File: config.mk
export PLATFORM = sky130hd
export DESIGN_NAME = updown_sweep_controller
export DESIGN_NICKNAME = d
export VERILOG_FILES = /design/src/rtl/updown_sweep_controller.sv
export SDC_FILE = /design/constraint.sdc
export NUM_CORES = 1
export LEC_CHECK = 0
export ABC_AREA = 1
export CAP_MARGIN = 20
export CORE_ASPECT_RATIO = 0.8
export CORE_MARGIN = 4
export CORE_UTILIZATION = 55
export CTS_CLUSTER_SIZE = 30
export DETAILED_ROUTE_END_ITERATION = 8
export PLACE_DENSITY_LB_ADDON = 0.1
export SLEW_MARGIN = 25
export SYNTH_ARGS = -nofsm -noshare
export SYNTH_HDL_FRONTEND = slang
export SYNTH_SLANG_ARGS = --single-unit
File: constraint.sdc
create_clock -name clk -period 1.8 [get_ports clk]
set_input_delay 0.36 -clock clk [delete_from_list [all_inputs] [get_ports clk]]
set_output_delay 0.36 -clock clk [all_outputs]
set_load 0.01 [all_outputs]
File: src/rtl/updown_sweep_controller.sv
// ---------------------------------------------------------------------------
// updown_sweep_controller
//
// Plays a programmed number of triangle sweeps lo -> hi -> lo on a WIDTH-bit
// count register and flags completion. Bounds and sweep count are latched
// when a start is accepted, so the command inputs may change during a run.
//
// Ports:
//   clk     in   1      clock, all state changes on rising edge
//   rst     in   1      synchronous, active-high reset
//   start   in   1      start command, acted on only in IDLE
//   abort   in   1      terminate active sweep (beats start and hold)
//   hold    in   1      freeze count and state while busy
//   lo      in   WIDTH  lower bound, latched on accepted start
//   hi      in   WIDTH  upper bound, latched on accepted start
//   sweeps  in   SW_W   number of full lo->hi->lo sweeps, latched on start
//   count   out  WIDTH  current count
//   dir     out  1      1 while counting up
//   busy    out  1      1 while sweeping (UP or DOWN)
//   done    out  1      one-cycle pulse on normal completion
//   err     out  1      one-cycle pulse on rejected start
//
// state | meaning
// ------+-----------------------------------------------------------
// IDLE  | waiting for start, count holds last value
// UP    | stepping count toward latched hi
// DOWN  | stepping count toward latched lo
// DONE  | single completion cycle, done pulses, then IDLE
// ---------------------------------------------------------------------------
module updown_sweep_controller #(
    parameter int WIDTH = 5,
    parameter int SW_W  = 4
) (
    input  logic             clk,
    input  logic             rst,
    input  logic             start,
    input  logic             abort,
    input  logic             hold,
    input  logic [WIDTH-1:0] lo,
    input  logic [WIDTH-1:0] hi,
    input  logic [SW_W-1:0]  sweeps,
    output logic [WIDTH-1:0] count,
    output logic             dir,
    output logic             busy,
    output logic             done,
    output logic             err
);

    typedef enum logic [1:0] {
        IDLE = 2'd0,
        UP   = 2'd1,
        DOWN = 2'd2,
        DONE = 2'd3
    } state_t;

    state_t           state_q;
    logic [WIDTH-1:0] count_q;
    logic [WIDTH-1:0] lo_q;
    logic [WIDTH-1:0] hi_q;
    logic [SW_W-1:0]  rem_q;
    logic             dir_q;
    logic             busy_q;
    logic             done_q;
    logic             err_q;

    logic             start_ok_d;

    // A run needs a non-empty range and at least one sweep.
    assign start_ok_d = (lo < hi) && (sweeps != '0);

    always_ff @(posedge clk) begin
        if (rst) begin
            state_q <= IDLE;
            count_q <= '0;
            lo_q    <= '0;
            hi_q    <= '0;
            rem_q   <= '0;
            dir_q   <= 1'b0;
            busy_q  <= 1'b0;
            done_q  <= 1'b0;
            err_q   <= 1'b0;
        end else begin
            done_q <= 1'b0;
            err_q  <= 1'b0;
            case (state_q)
                IDLE: begin
                    if (!abort && start) begin
                        if (start_ok_d) begin
                            lo_q    <= lo;
                            hi_q    <= hi;
                            rem_q   <= sweeps;
                            count_q <= lo;
                            state_q <= UP;
                            dir_q   <= 1'b1;
                            busy_q  <= 1'b1;
                        end else begin
                            err_q <= 1'b1;
                        end
                    end
                end
                UP: begin
                    if (abort) begin
                        state_q <= IDLE;
                        dir_q   <= 1'b0;
                        busy_q  <= 1'b0;
                    end else if (!hold) begin
                        if (count_q < hi_q) begin
                            count_q <= count_q + 1'b1;
                        end else begin
                            // Peak value is shown for one cycle only; turn
                            // around straight to hi-1.
                            count_q <= hi_q - 1'b1;
                            state_q <= DOWN;
                            dir_q   <= 1'b0;
                        end
                    end
                end
                DOWN: begin
                    if (abort) begin
                        state_q <= IDLE;
                        dir_q   <= 1'b0;
                        busy_q  <= 1'b0;
                    end else if (!hold) begin
                        if (count_q > lo_q) begin
                            count_q <= count_q - 1'b1;
                        end else if (rem_q > SW_W'(1)) begin
                            rem_q   <= rem_q - 1'b1;
                            count_q <= lo_q + 1'b1;
                            state_q <= UP;
                            dir_q   <= 1'b1;
                        end else begin
                            state_q <= DONE;
                            busy_q  <= 1'b0;
                            done_q  <= 1'b1;
                        end
                    end
                end
                default: begin
                    state_q <= IDLE;
                end
            endcase
        end
    end

    assign count = count_q;
    assign dir   = dir_q;
    assign busy  = busy_q;
    assign done  = done_q;
    assign err   = err_q;

endmodule
==> results of run 1 <==
## registers in the layout, summed over array words and instances, names as in the netlist
signal   cells
count        5
hi_q         5
lo_q         5
rem_q        4
state_q      2
busy         1
dir          1
done         1
err          1
## metrics by stage
step	area (um2)	cells	hold WS [ps]	power (W)	TNS, ps
after floorplan	2140	325	436	0.00316	0
after global routing	3080	443	515	0.00601	-744
after CTS	2840	437	467	0.00489	0
after global placement	2700	432	450	0.00423	-7870
final	3080	443	467	0.00557	-28.0
after detailed placement	2700	432	455	0.00432	-9950
## logic make-up (layout without fill, tap and decap cells)
logic type	after synthesis	count (layout)	share of synthesized area [%]
AND/OR/NAND/NOR	161	161	35.9
buffers and inverters	57	123	10.7
AO/OA/AOI/OAI	50	50	12.9
flip-flops	25	25	23.4
adder cells (fa/ha/maj)	23	23	13.4
XOR/XNOR	9	9	3.68
## cell usage in the layout, fill, tap and decap left out, types with 2 or more instances in the layout
master           Yosys  routed
nor2_1              24      23
nand3_4              2       2
a21oi_1             28      24
nand2_2              5      12
o21ai_0             16      16
ha_2                 0       2
dfxtp_2              0      10
buf_4                0      42
inv_2                6       8
clkdlybuf4s50_1      0      18
nand4_1             11      11
nand2_1             72      59
nor2_4               3       4
xor2_1               4       4
nand3_1             32      31
ha_1                23      12
clkbuf_8             0       3
ha_4                 0       9
nand2_4              2       7
xnor2_1              5       5
nor3_2               0       6
inv_1               43      40
a21oi_2              1       5
dlygate4sd2_1        0       8
dfxtp_1             25      12
dfxtp_4              0       3
## synthesized netlist by cell type
library cell   n
a211oi_2       1
a21oi_1       28
a21oi_2        1
a21oi_4        1
a31oi_1        1
and2_4         1
buf_1          1
buf_2          1
buf_6          2
clkbuf_1       4
dfxtp_1       25
ha_1          23
inv_1         43
inv_2          6
nand2_1       72
nand2_2        5
nand2_4        2
nand3_1       32
nand3_4        2
nand4_1       11
nor2_1        24
nor2_2         1
nor2_4         3
nor3_1         7
nor4_1         1
o21ai_0       16
o21ai_1        1
o21bai_1       1
xnor2_1        5
xor2_1         4
## cell type report
class                   count  area, um2
flip-flops and latches     25        524
fillers                   212        509
well taps                  52       65.1
repair buffers             70        589
inverters                  49        186
multi-input cells         243       1670
clock buffers               3       41.3
clock inverters             1       5.00
## metal layers
layer	track usage [%]	vias up	wire length, um
met5	0	-	0
met4	6.44	0	51
met3	4.92	10	466
met2	40.0	111	3260
met1	33.0	1166	3050
li1	-	1192	-
## path summary, 6_finish.rpt
kind                               start  endpoint  slack, ps  depth (start not counted)
worst max-delay path               hi[1]  count[4]        -30                         14
worst min register to register      busy      busy        470                          2
worst min-delay path                busy      busy        470                          2
worst max register to register  count[2]  count[4]         10                         10
## power by group through the flow
stage	Combinational [W]	Clock, W	Sequential (W)
6_report	0.00432	0.000347	0.000902
5_1_grt	0.00471	0.000376	0.000919
4_1_cts	0.00370	0.000346	0.000843
3_5_place_dp	0.00348	0	0.000844
3_3_place_gp	0.00339	0	0.000841
2_1_floorplan	0.00229	0	0.000871
## worst register-to-register path, stage by stage, from the launching register on
cell     delay (ps)
dfxtp_4         400
ha_4            300
nand2_4          50
nor2_4          110
nand2_2          70
nand3_4          90
nand2_8          90
nand2_4          90
nand4_1         230
nand2_1         180
a21oi_1          80
## what timing repair did
| action | CTS | global route |
|---|---|---|
| pin swaps | 9 | 22 |
| endpoints found under the setup margin | 22 | 15 |
| setup buffers | 1 | 6 |
| gates resized for setup | 30 | 46 |
==> results_dict.tcl, run 1 <==
set metrics [dict create \
    outcome "complete, but fails checks" \
    violations "negative setup slack" \
    h-tree-depth 1 \
    yosysWarningCount 0 \
    power_density_nw_per_um2 1810 \
    period_share_pct 102 \
    seqPwrFrac_pct 16.2 \
    die_w_um 77.8 \
    path_cells "dlygate4sd2_1 -> inv_1 -> ha_1 -> nand2_1 -> inv_2 -> nand2_1 -> nand2_1 -> nand2_2 -> nand2_2 -> nand2_4 -> buf_4 -> nand4_1 -> nand2_1 -> a21oi_1" \
    yosys-top-cells-area "dfxtp_1 (23%), ha_1 (13%), nand2_1 (13%)" \
    grt_use_total_pct 24.5 \
    core.rowCount 19 \
    max_stage_delay_ps 280 \
    die-area_um2 4960 \
    max-slew-margin-rel_pct 71.1 \
    hold_path_class "register to register" \
    antenna_found_initial 0 \
    start_util_pct 59.7 \
    vias 2479 \
    intPower_w 0.00274 \
    core_um2 3590 \
    startpoint_type "input pin" \
    clock_path_buffers 2 \
    syn_area_per_cell_um2 6.59 \
    arrival_ps 2000 \
    cts_root_buf "clkbuf_8" \
    p_clk_share_pct 6.2 \
    finalWorstSetupSlack_ps -28.0 \
    dr.first_iter.drc_count 263 \
    post-route-min-period_ps 1830 \
    place_worst_setup_slack_ps -589 \
    final_util_pct 85.8 \
    ctsHoldBuffers 0 \
    cpMaxStageDelayCell "ha_1" \
    cts_tree "done" \
    syn_nets 367 \
    clock-sinks 25 \
    synthCells 325 \
    endpoint_kind "register" \
    worstPathRequired_ps 1970 \
    grt_pass1_vias 2243 \
    grt_first_pass_wirelength_um 10000 \
    sw_frac_of_total_pct 50.7 \
    synth_cell_types 30 \
    max-cap-violations 0 \
    numCtsBuffers 3 \
    yosys.area.top_type "dfxtp_1" \
    port_buffers 27 \
    power_frac_comb_pct 77.6 \
    ant_nets 0 \
    clk_latency_ps 280 \
    synth.top_cell.area_share_pct 23.4 \
    first_pass_iters 5 \
    critPathTopFamily "simple AND/OR/NAND/NOR gates" \
    critPathMaxFanout 5 \
    path_class "input pin to register" \
    yosys_register_bits 25 \
    path_clk_slew_ps 100 \
    power_leakage_nw 1.38 \
    hold_viol 0 \
    fmax_mhz 547 \
    synth_area_um2 2140 \
    worst_path_most_repeated_cell "nand2_1" \
    layout-drive-gt1-share_pct 31.5 \
    areaGrowthSynthToFinish_pct 43.8 \
    grt.overflow.total 0 \
    viasPerCell 5.60 \
    switchingPower_w 0.00283 \
    fin_worst_skew_ps 10.3 \
    worst_pin_slew_ps 434 \
    dp_hpwl_um 4620 \
    gp_congestion 0.941 \
    nets 434 \
    ys_seq_area_share_pct 23.4 \
    wl_um 6820 \
    finalSetupViolations 1 \
    ios 28 \
    grt_max_degree 17 \
    die_h_um 63.8 \
    wire_per_inst_um 15.4 \
    worst-path-buf-inv 4 \
    drcViolationCount 0 \
    diodes 0 \
    report.final.slew_viol_count 0 \
    rsz0062_at_grt "yes" \
    peakVddDrop_uv 1360 \
]
Power figures use the tool's default switching activity.
==> run 2, diff against run 1 <==
--- a/config.mk
+++ b/config.mk
@@ -6,12 +6,12 @@
 export NUM_CORES = 1
 export LEC_CHECK = 0
 export ABC_AREA = 1
-export CAP_MARGIN = 20
 export CORE_ASPECT_RATIO = 0.8
 export CORE_MARGIN = 4
 export CORE_UTILIZATION = 55
 export CTS_CLUSTER_SIZE = 30
 export DETAILED_ROUTE_END_ITERATION = 8
+export MAX_ROUTING_LAYER = met4
 export PLACE_DENSITY_LB_ADDON = 0.1
 export SLEW_MARGIN = 25
 export SYNTH_ARGS = -nofsm -noshare
==> run 2 against run 1 <==
The run still ends with negative setup slack left. Sequential cell count is the same. Core utilization stayed put. Non-clock buffer count did not move. Routed wire length is essentially flat. Global-route usage up 0.75 points.
==> results_dict.tcl, run 2 (synthesized netlist as in run 1, its figures left out) <==
set metrics [dict create \
    final_common_cell "nand2_1" \
    port_buffers 27 \
    dr.first_iter.drc_count 261 \
    layout-drive-gt1-share_pct 31.5 \
    seqPwrFrac_pct 16.2 \
    max_stage_delay_ps 280 \
    wl_um 6830 \
    outcome "complete, but fails checks" \
    grt.overflow.total 0 \
    worstPathRequired_ps 1970 \
    met2WireLength_um 3260 \
    power_w 0.00557 \
    wl_met3_um 459 \
    report.final.slew_viol_count 0 \
    violations "negative setup slack" \
    ctsHoldBuffers 0 \
    diodes 0 \
    finalWorstSetupSlack_ps -28.0 \
    drcViolationCount 0 \
    clk_latency_ps 280 \
    path_clk_slew_ps 100 \
    nets 434 \
    worst_pin_slew_ps 434 \
    power_density_nw_per_um2 1810 \
    viasPerCell 5.60 \
    finalSetupViolations 1 \
    power_leakage_nw 1.38 \
    switchingPower_w 0.00283 \
    arrival_ps 2000 \
    final_util_pct 85.8 \
    die_h_um 63.8 \
    cts_root_buf "clkbuf_8" \
    path_cells "dlygate4sd2_1 -> inv_1 -> ha_1 -> nand2_1 -> inv_2 -> nand2_1 -> nand2_1 -> nand2_2 -> nand2_2 -> nand2_4 -> buf_4 -> nand4_1 -> nand2_1 -> a21oi_1" \
    h-tree-depth 1 \
    sw_frac_of_total_pct 50.7 \
    clock_path_buffers 2 \
    period_share_pct 102 \
    final_cell_mix "nand2_1 (59), buf_4 (42), inv_1 (40), nand3_1 (31), a21oi_1 (24)" \
    hold_path_class "register to register" \
    fmax_mhz 547 \
    peakVddDrop_uv 1360 \
    cpMaxStageDelayCell "ha_1" \
    core_um2 3590 \
    antenna_found_initial 0 \
    start_util_pct 59.7 \
    critPathMaxFanout 5 \
    fin_worst_skew_ps 10.3 \
    worst-path-buf-inv 4 \
    hold_viol 0 \
    path_class "input pin to register" \
    die_w_um 77.8 \
    post-route-min-period_ps 1830 \
    first_pass_iters 5 \
    ant_nets 0 \
    cts_tree "done" \
    numCtsBuffers 3 \
    grt_first_pass_wirelength_um 10000 \
    drt-met1-wl_um 3050 \
    vias 2479 \
    die-area_um2 4960 \
    grt_pass1_vias 2242 \
    power_frac_comb_pct 77.6 \
    clock-sinks 25 \
    areaGrowthSynthToFinish_pct 43.8 \
    grt_max_degree 17 \
    max-cap-violations 0 \
    rsz0062_at_grt "yes" \
    core.rowCount 19 \
    p_clk_share_pct 6.2 \
    critPathTopFamily "simple AND/OR/NAND/NOR gates" \
    startpoint_type "input pin" \
    ios 28 \
    top_layer "met4" \
    intPower_w 0.00274 \
    endpoint_kind "register" \
    grt_use_total_pct 25.2 \
    wire_per_inst_um 15.4 \
    max-slew-margin-rel_pct 71.1 \
    dp_hpwl_um 4620 \
    worst_path_most_repeated_cell "nand2_1" \
    gp_congestion 0.958 \
]
[run 2: cell counts in the layout (fill, tap and decap cells not counted)]
Identical to the previous run, type by type.
[run 2: cell type report]
| type | instances | area (um2) |
|---|---|---|
| multi-input combinational | 243 | 1670 |
| timing repair buffer | 70 | 589 |
| sequential | 25 | 524 |
| fill | 212 | 509 |
| inverter | 49 | 186 |
| tap | 52 | 65.1 |
| clock buffer | 3 | 41.3 |
| clock inverter | 1 | 5.00 |
[run 2: timing repair]
action	CTS	global route
setup buffers	1	6
pin swaps	9	22
resized for setup	30	46
endpoints found under the setup margin	22	15
[run 2: worst paths after layout]
| kind | from | endpoint | slack (ps) | depth (start not counted) |
|---|---|---|---|---|
| worst max-delay path | hi[1] | count[4] | -30 | 14 |
| worst min-delay path | busy | busy | 470 | 2 |
| worst max register to register | count[2] | count[4] | 10 | 10 |
| worst min register to register | busy | busy | 470 | 2 |
[run 2: worst register-to-register path, cell delays in order, from the launching register on]
cell	delay, ps
dfxtp_4	400
ha_4	300
nand2_4	50
nor2_4	110
nand2_2	70
nand3_4	90
nand2_8	90
nand2_4	90
nand4_1	230
nand2_1	180
a21oi_1	80
[run 2: power by group through the flow]
stage | Combinational [W] | Sequential [W] | Clock, W
after global routing | 0.00471 | 0.000919 | 0.000376
after floorplan | 0.00229 | 0.000871 | 0
after global placement | 0.00339 | 0.000841 | 0
after detailed placement | 0.00348 | 0.000844 | 0
after CTS | 0.00370 | 0.000843 | 0.000346
final | 0.00432 | 0.000902 | 0.000347
[run 2: per-stage QoR]
stage / TNS, ps / std cells / area, um2 / setup slack (ps) / hold WS [ps]
floorplan: 0 / 325 / 2140 / 24.9 / 436
global placement: -7870 / 432 / 2700 / -474 / 450
detailed placement: -9950 / 432 / 2700 / -589 / 455
CTS: 0 / 437 / 2840 / 2.63 / 467
global route: -744 / 443 / 3080 / -93.6 / 515
finish: -28.0 / 443 / 3080 / -28.0 / 467
[run 2: routing by layer]
layer,vias to the layer above,global-route usage [%]
li1,1192,-
met1,1166,33.0
met2,111,40.0
met3,10,4.78
met4,0,6.44
met5,-,-
